[config.mk]
export PLATFORM = sky130hd
export DESIGN_NAME = ps2_scan_receiver
export DESIGN_NICKNAME = d
export VERILOG_FILES = /design/src/rtl/ps2_pkg.sv /design/src/rtl/ps2_input_filter.sv /design/src/rtl/ps2_scan_receiver.sv
export SDC_FILE = /design/constraint.sdc
export NUM_CORES = 1
export LEC_CHECK = 0
export ABC_AREA = 1
export CORE_MARGIN = 8
export CORE_UTILIZATION = 50
export DETAILED_ROUTE_END_ITERATION = 10
export PLACE_DENSITY = 0.78
export SLEW_MARGIN = 15
export SYNTH_ARGS = -nofsm -noshare
export SYNTH_HDL_FRONTEND = slang
export SYNTH_HIERARCHICAL = 1
export SYNTH_SLANG_ARGS = --single-unit
[constraint.sdc]
create_clock -name Clock -period 2.85 [get_ports Clock]
set_input_delay 0.57 -clock Clock [delete_from_list [all_inputs] [get_ports Clock]]
set_output_delay 0.57 -clock Clock [all_outputs]
set_load 0.02 [all_outputs]
[src/rtl/ps2_pkg.sv]
// Shared types and constants for the PS/2 scan-code receiver.
package ps2_pkg;

  // Frame FSM states
  typedef enum logic [1:0] {
    IDLE   = 2'd0,
    DATA   = 2'd1,
    PARITY = 2'd2,
    STOP   = 2'd3
  } ps2_state_e;

  // Prefix bytes absorbed rather than reported
  localparam logic [7:0] PS2_PREFIX_EXT   = 8'hE0;
  localparam logic [7:0] PS2_PREFIX_BREAK = 8'hF0;

  // Frame geometry: start + 8 data + parity + stop
  localparam int unsigned PS2_DATA_BITS  = 8;
  localparam int unsigned PS2_FRAME_BITS = 11;
  localparam int unsigned PS2_BIT_CNT_W  = 3;

  // True when data plus parity bit hold an odd number of ones
  function automatic logic ps2_parity_ok(input logic [PS2_DATA_BITS-1:0] data,
                                         input logic                     par);
    return ^{data, par};
  endfunction

endpackage

[src/rtl/ps2_input_filter.sv]
// 2-flop synchronizer, FILTER_LEN-sample glitch filter and fall detector
// for the raw PS/2 clock pin.
module ps2_input_filter #(
  parameter int unsigned FILTER_LEN = 4
) (
  input  logic clk,
  input  logic rst,
  input  logic raw,
  output logic fall_c
);

  logic [1:0]            sync_q;
  logic [FILTER_LEN-1:0] hist_q;
  logic                  filt_q;
  logic                  all_low;
  logic                  all_high;

  assign all_low  = (hist_q == '0);
  assign all_high = &hist_q;

  // Fall event is seen the cycle the window first reads all-low
  assign fall_c = filt_q & all_low;

  // Synchronize the pin; idle level is 1
  always_ff @(posedge clk or posedge rst) begin
    if (rst) sync_q <= 2'b11;
    else     sync_q <= {sync_q[0], raw};
  end

  // Sample history window and filtered level
  always_ff @(posedge clk or posedge rst) begin
    if (rst) begin
      hist_q <= '1;
      filt_q <= 1'b1;
    end else begin
      hist_q <= {hist_q[FILTER_LEN-2:0], sync_q[1]};
      if (all_high)     filt_q <= 1'b1;
      else if (all_low) filt_q <= 1'b0;
    end
  end

endmodule

[src/rtl/ps2_scan_receiver.sv]
// PS/2 keyboard receiver: frames 11-bit PS/2 words, absorbs E0/F0 prefixes
// and reports each key event as a one-cycle strobe with qualifiers.
module ps2_scan_receiver
  import ps2_pkg::*;
#(
  parameter int unsigned FILTER_LEN     = 4,
  parameter int unsigned TIMEOUT_CYCLES = 50000
) (
  input  logic       Clock,
  input  logic       Reset,
  input  logic       Ps2Clk,
  input  logic       Ps2Data,
  output logic [7:0] ScanCode,
  output logic       ScanExtended,
  output logic       ScanRelease,
  output logic       ScanValid,
  output logic       FrameError
);

  localparam int unsigned TMO_W = $clog2(TIMEOUT_CYCLES + 1);

  logic                     fall_c;
  logic [1:0]               data_sync_q;
  logic                     data_s;

  ps2_state_e               state_q, state_d;
  logic [PS2_BIT_CNT_W-1:0] bit_cnt_q, bit_cnt_d;
  logic [PS2_DATA_BITS-1:0] shift_q, shift_d;
  logic                     parity_q, parity_d;
  logic [TMO_W-1:0]         tmo_q, tmo_d;
  logic                     ext_pend_q, ext_pend_d;
  logic                     brk_pend_q, brk_pend_d;
  logic [7:0]               code_d;
  logic                     ext_d, rel_d, valid_d, err_d;

  ps2_input_filter #(.FILTER_LEN(FILTER_LEN)) u_clk_filter (
    .clk    (Clock),
    .rst    (Reset),
    .raw    (Ps2Clk),
    .fall_c (fall_c)
  );

  // Data pin only needs synchronizing; it is sampled on clock fall events
  always_ff @(posedge Clock or posedge Reset) begin
    if (Reset) data_sync_q <= 2'b11;
    else       data_sync_q <= {data_sync_q[0], Ps2Data};
  end

  assign data_s = data_sync_q[1];

  // State and output registers
  always_ff @(posedge Clock or posedge Reset) begin
    if (Reset) begin
      state_q      <= IDLE;
      bit_cnt_q    <= '0;
      shift_q      <= '0;
      parity_q     <= 1'b0;
      tmo_q        <= '0;
      ext_pend_q   <= 1'b0;
      brk_pend_q   <= 1'b0;
      ScanCode     <= 8'h00;
      ScanExtended <= 1'b0;
      ScanRelease  <= 1'b0;
      ScanValid    <= 1'b0;
      FrameError   <= 1'b0;
    end else begin
      state_q      <= state_d;
      bit_cnt_q    <= bit_cnt_d;
      shift_q      <= shift_d;
      parity_q     <= parity_d;
      tmo_q        <= tmo_d;
      ext_pend_q   <= ext_pend_d;
      brk_pend_q   <= brk_pend_d;
      ScanCode     <= code_d;
      ScanExtended <= ext_d;
      ScanRelease  <= rel_d;
      ScanValid    <= valid_d;
      FrameError   <= err_d;
    end
  end

  // Frame FSM, prefix tracking and inactivity timeout
  always_comb begin
    state_d    = state_q;
    bit_cnt_d  = bit_cnt_q;
    shift_d    = shift_q;
    parity_d   = parity_q;
    tmo_d      = '0;
    ext_pend_d = ext_pend_q;
    brk_pend_d = brk_pend_q;
    code_d     = ScanCode;
    ext_d      = ScanExtended;
    rel_d      = ScanRelease;
    valid_d    = 1'b0;
    err_d      = 1'b0;

    if (!fall_c && state_q != IDLE) tmo_d = tmo_q + TMO_W'(1);

    case (state_q)
      IDLE: begin
        if (fall_c && !data_s) begin
          state_d   = DATA;
          bit_cnt_d = '0;
        end
      end
      DATA: begin
        if (fall_c) begin
          shift_d = {data_s, shift_q[PS2_DATA_BITS-1:1]};
          if (bit_cnt_q == PS2_BIT_CNT_W'(PS2_DATA_BITS - 1)) state_d = PARITY;
          else bit_cnt_d = bit_cnt_q + PS2_BIT_CNT_W'(1);
        end
      end
      PARITY: begin
        if (fall_c) begin
          parity_d = data_s;
          state_d  = STOP;
        end
      end
      STOP: begin
        if (fall_c) begin
          state_d = IDLE;
          if (data_s && ps2_parity_ok(shift_q, parity_q)) begin
            if (shift_q == PS2_PREFIX_EXT) begin
              ext_pend_d = 1'b1;
            end else if (shift_q == PS2_PREFIX_BREAK) begin
              brk_pend_d = 1'b1;
            end else begin
              code_d     = shift_q;
              ext_d      = ext_pend_q;
              rel_d      = brk_pend_q;
              valid_d    = 1'b1;
              ext_pend_d = 1'b0;
              brk_pend_d = 1'b0;
            end
          end else begin
            err_d      = 1'b1;
            ext_pend_d = 1'b0;
            brk_pend_d = 1'b0;
          end
        end
      end
      default: state_d = IDLE;
    endcase

    // Abandon a stalled frame; only reachable without a fall this cycle
    if (state_q != IDLE && !fall_c && tmo_q == TMO_W'(TIMEOUT_CYCLES - 1)) begin
      state_d    = IDLE;
      tmo_d      = '0;
      err_d      = 1'b1;
      ext_pend_d = 1'b0;
      brk_pend_d = 1'b0;
    end
  end

endmodule

---- Word-level counts from Yosys, hierarchy flattened ----
Cells that the tools add are included.
word-level totals
  register bits after elaboration ......... 53
  latch bits .............................. 0
  memory bits (writable) .................. 0
  ROM bits ................................ 0
  input bits .............................. 4
  word-level logic and storage cells ...... 96
  memories ................................ 0
operators by class
  add/sub/neg operators ................... 2
  multipliers ............................. 0
  divide/modulo/power cells ............... 0
  magnitude comparators ................... 0
  eq/ne operators ......................... 17
  shift-type cells ........................ 0
  mux-type cells .......................... 36
  bitwise logic cells ..................... 3
  reduce and logical (&&, ||, !) cells .... 22
operators with widths
  cell                     count
  $mux W16                 2
  $mux W1                  23
  $add A16 B1 Y16 const B  1
  $eq A16 B16 Y1 const B   1
  $eq A8 B8 Y1 const B     2
  $ne A3 B3 Y1 const B     5
  $mux W2                  6
  $reduce_and A5 Y1        2
  $reduce_bool A2 Y1       5
  $mux W3                  3
  $reduce_xor A9 Y1        1
  $pmux W2 S4              1
  $reduce_and A4 Y1        2
  $ne A2 B2 Y1 const B     3
  $pmux W3 S2              1
  $reduce_and A3 Y1        2
  $eq A2 B2 Y1 const B     2
  $logic_and A1 B1 Y1      4
  $logic_not A4 Y1         1
  $ne A4 B3 Y1 const B     1
  $reduce_and A2 Y1        2
  $add A3 B1 Y3 const B    1
  $eq A3 B3 Y1 const B     1
  $ne A3 B2 Y1 const B     1
  other kinds (5)          7

---- Longest topological paths before layout ----
  depth in word-level cells ............... 7
  depth in mapped cells ................... 13
  mapped depth without buffers ............ 13

---- Cells and area by module ----
Netlist, hierarchy kept.
by module, submodules not included
  module             times used  cells an instance  area each (um^2)  seq. area each (um^2)
  ps2_scan_receiver  1           320                2426.1            1153.6
  ps2_input_filter   1           16                 220.2             183.9

---- Worst setup path after synthesis ----
No wires, ideal clock.
  path type ............................... reg-to-reg
  from .................................... reg u_clk_filter.filt_q
  to ...................................... reg tmo_q[12]
  library setup time ...................... 0.077 ns
  arrival ................................. 1.751 ns
  data required time ...................... 2.773 ns
  path slack .............................. 1.022 ns
  stages on the path, launching flop included .. 11
  path buffers ............................ 0
  period minus slack after synthesis ...... 1.828 ns
  cell sequence ........................... dfstp_2 inv_1 nor2_1 inv_1 nand2_1 nor3_1 nand3_1 nand3_1 inv_1 o21ai_0 a21oi_1
between the ends
  cells in the longest elaborated chain, start to end .. 5
RTL lines
  item                                             line                                               source
  from (decl)                                      ps2_input_filter.sv:14                             logic filt_q;
  from (signal assigned)                           ps2_input_filter.sv:34                             filt_q <= 1'b1;
  from (signal assigned)                           ps2_input_filter.sv:37                             if (all_high) filt_q <= 1'b1;
  from (signal assigned)                           ps2_input_filter.sv:38                             else if (all_low) filt_q <= 1'b0;
  $and A1 B1 Y1 (*)                                ps2_input_filter.sv:22                             assign fall_c = filt_q & all_low;
  via fall_c                                       ps2_scan_receiver.sv:22                            logic fall_c;
  $logic_not A1 Y1 (*)                             ps2_scan_receiver.sv:97, ps2_scan_receiver.sv:146
  $logic_and A1 B1 Y1 (*)                          ps2_scan_receiver.sv:97, ps2_scan_receiver.sv:146
  $mux W16 or $logic_and A1 B1 Y1 (tied branches)  ps2_scan_receiver.sv:97, ps2_scan_receiver.sv:146
  $mux W16 (*)                                     ps2_scan_receiver.sv:146                           if (state_q != IDLE && !fall_c && tmo_q == TMO_W'(TIMEOUT_CYCLES - 1)) begin
  via tmo_d[12]                                    ps2_scan_receiver.sv:30                            logic [TMO_W-1:0] tmo_q, tmo_d;
  to (signal assigned)                             ps2_scan_receiver.sv:71                            tmo_q <= tmo_d;
  to (decl)                                        ps2_scan_receiver.sv:30
The timed path passes the listed nets; every way through them passes the cells marked *.
A chain may end at the register's enable or synchronous reset.

---- Worst setup path in the final report ----
  from .................................... reg u_clk_filter.filt_q
  to ...................................... reg tmo_q[7]
Same word-level chain as after synthesis.

==> qor.log <==
[critical_path] kind of start point of the critical path register
[critical_path] ordered cell list for the critical path inv_1, nor2_1, inv_1, nand2_1, nor3_1, nand3_1, nand3_1, inv_1, o21ai_0, a21oi_1
[clocking] clk root buf clkbuf_8
[clocking] Skew-Pair Late Insertion Delay 0.30 ns
[cells_and_area] net count of the finished layout 368
[critical_path] required time at the endpoint of the critical path 3.07 ns
[drt] # DRC 0
[yosys] number of cells produced by synthesis 336
[cells_and_area] Filler cells 474
[sta] total negative slack 0 ns
[yosys] number of distinct standard cells referenced by the synthesized netlist 28
[clocking] number of CTS-inserted buffers 5
[floorplanning] height of the die 88.8 um
[sta] maximum clock frequency 443 MHz
[power] VDD IR-drop max 384 uV
[critical_path] Critical Path Slowest Stage Cell dfstp_2
[clocking] H-tree depth 2
[floorplanning] number of cell rows 26
[critical_path] Worst Path Arrival 2.48 ns
[sta] Slew @ Worst Pin 0.619 ns
[cells_and_area] Antenna Diode Count 0
[run] max_cap viols 0
[sta] final setup skew 0.00777 ns
[sta] final setup fails 0
[sta] hold violation total from the final report 0
[critical_path] critical path class reg2reg
[drt] vias per std cell 4.97
[drt] DR iter-0 viols 114
[grt] overall global routing resource usage 0.136
[floorplanning] Floorplan Core Area 5110 um^2
[sta] setup repair after global routing missed its margin no
[power] Power per Cell Area 599 nW/um^2
[sta] Worst slew margin 0.587
[critical_path] maximum fanout along the worst path 9
[yosys] post-synthesis area per instance 7.88 um^2
[run_status] result of the run completed
[cells_and_area] layout cell share with drive strength beyond 1 0.0754
[yosys] count of yosys warnings during synthesis 6
[clocking] clock-pin slew on the worst setup and hold paths 0.09 ns
[clocking] number of sinks on the clock net 53
[placement] detailed placer's ending HPWL 3620 um
[drt] first-pass detailed-route iteration total 4
[critical_path] CP peak stage delay 0.54 ns
[grt] first-pass GRT wire length 8630 um
[drt] vias after detailed routing 2129
[drt] average wire length per cell after detail routing 11.4 um
[cells_and_area] area taken by multi-input logic gates 1090 um^2
[yosys] netlist area before placement 2650 um^2
[grt] maximum number of pins on one net before global-route repair 31
[power] Power, Total 1.79 mW
[worst_hold_path] class of the most critical hold timing path reg2reg
[floorplanning] die outline width 88.8 um
[clocking] TritonCTS clock tree yes
[drt] Total Wirelength 4890 um
[clocking] setup fix buffers added after clock tree synthesis 0
[yosys] total of flip-flops plus latches after synthesis 53
[cells_and_area] most common library cell in the layout ignoring fill and taps nand2_1
[cells_and_area] Layout area overhead 12.6%
[floorplanning] number of top-level pins 16
[critical_path] most common cell type on the critical path inv_1
[placement] routability cong. 0.825
[critical_path] Critical Path End Type register
[grt] grt total ovfl 0
[grt] number of antenna violations at the first check in global routing 0
[drt] antenna-violating nets left 0
[floorplanning] initial standard-cell utilization of the core 0.518
[sta] Max Transition Viols Final 0
[floorplanning] die footprint 7880 um^2
[sta] crit share post-route 0.792
[grt] via count of the first global-routing pass 2043
[clocking] largest buffer count on any clock path 2
[power] Static Leak 1.48 nW
[cells_and_area] most used cells in the layout excluding fill and tap cells nand2_1 (99), inv_1 (53), dfrtp_1 (44)
[yosys] Post-Syn Nets 347
[clocking] post-cts gate resize count 0
[placement] number of buffer cells added on primary ports 15
[yosys] share of the yosys chip area belonging to registers 0.505
[cells_and_area] total area of sequential cells 1340 um^2
[clocking] hold_buf cts 0
[sta] Final min period 2.26 ns
critical path: cells and delay by family, from the launching register on:
kind	cells	cell delay (ns)
flops	1	0.54
buf+inv	3	0.46
simple gates	5	0.92
compound gates	2	0.27
worst paths after layout:
kind / from / endpoint / slack [ns] / cells after the start
worst min register to register: u_clk_filter/sync_q[0] / u_clk_filter/sync_q[1] / 0.36 / 0
min in group asynchronous: Reset / bit_cnt_q[1] / 0.68 / 2
worst min-delay path: u_clk_filter/sync_q[0] / u_clk_filter/sync_q[1] / 0.36 / 0
max in group asynchronous: Reset / shift_q[6] / 1.59 / 3
worst max-delay path: u_clk_filter/filt_q / tmo_q[7] / 0.59 / 10
worst max register to register: u_clk_filter/filt_q / tmo_q[7] / 0.59 / 10
area by class of cell:
type,instances,share of cell area
well taps,70,0.0294
clock buffers,7,0.0323
flip-flops and latches,53,0.449
inverters,54,0.0680
multi-input cells,226,0.364
clock inverters,1,0.00168
repair buffers,17,0.0554
stage by stage:
step,area (um^2),std cells,util,setup WS (ns),hold slack [ns]
finish,2980,428,0.584,0.592,0.362
global route,2980,428,0.584,0.324,0.365
CTS,2980,428,0.584,0.619,0.362
detailed placement,2880,420,0.564,0.637,0.349
global placement,2880,420,0.564,0.801,0.348
floorplan,2650,336,-,1.02,0.345
registers in the layout, indices dropped and copies added (netlist names):
register,count
ScanValid,1
parity_q,1
bit_cnt_q,3
brk_pend_q,1
u_clk_filter/hist_q,4
state_q,2
ScanRelease,1
ScanCode,8
ext_pend_q,1
u_clk_filter/filt_q,1
shift_q,8
FrameError,1
u_clk_filter/sync_q,2
tmo_q,16
data_sync_q,2
ScanExtended,1
cells in the mapped netlist (all sizes together):
library cell,n,area share
nand2b,1,0.0024
nand3,22,0.042
xnor2,1,0.0033
nor3,8,0.019
nand4,8,0.025
a31o,1,0.0033
nand2,100,0.14
o21ai,27,0.051
nor3b,2,0.0057
buf,1,0.0043
o211ai,1,0.0028
clkbuf,2,0.0033
nor4,1,0.0024
dfstp,9,0.089
a31oi,2,0.0047
inv,54,0.077
dfrtp,44,0.42
or2,1,0.0024
o21a,2,0.0057
o21bai,1,0.0028
ha,7,0.033
a21oi,8,0.015
nor2,33,0.048
layer usage:
layer | vias up | global-route usage | routed length, um
met3 | 8 | 0.0334 | 219
met1 | 987 | 0.167 | 2360
met5 | - | 0 | 0
met2 | 31 | 0.222 | 2240
li1 | 1103 | - | -
met4 | 0 | 0.0538 | 66
report_power, final:
part           total (mW)  internal (mW)  switching (mW)
sequential          0.882          0.821          0.0613
combinational       0.454          0.161           0.293
clock               0.450          0.220           0.230
total                1.79           1.20           0.585
cell families (layout without fill, tap and decap cells):
logic type | count (synthesis) | in the layout | share of synthesized area
AO/OA/AOI/OAI | 42 | 42 | 0.0856
XOR/XNOR | 1 | 1 | 0.00331
adder cells (fa/ha/maj) | 7 | 7 | 0.0331
buffers and inverters | 57 | 79 | 0.0842
flip-flops | 53 | 53 | 0.505
AND/OR/NAND/NOR | 176 | 176 | 0.288
Note: power is estimated with default switching activity, not from simulation.
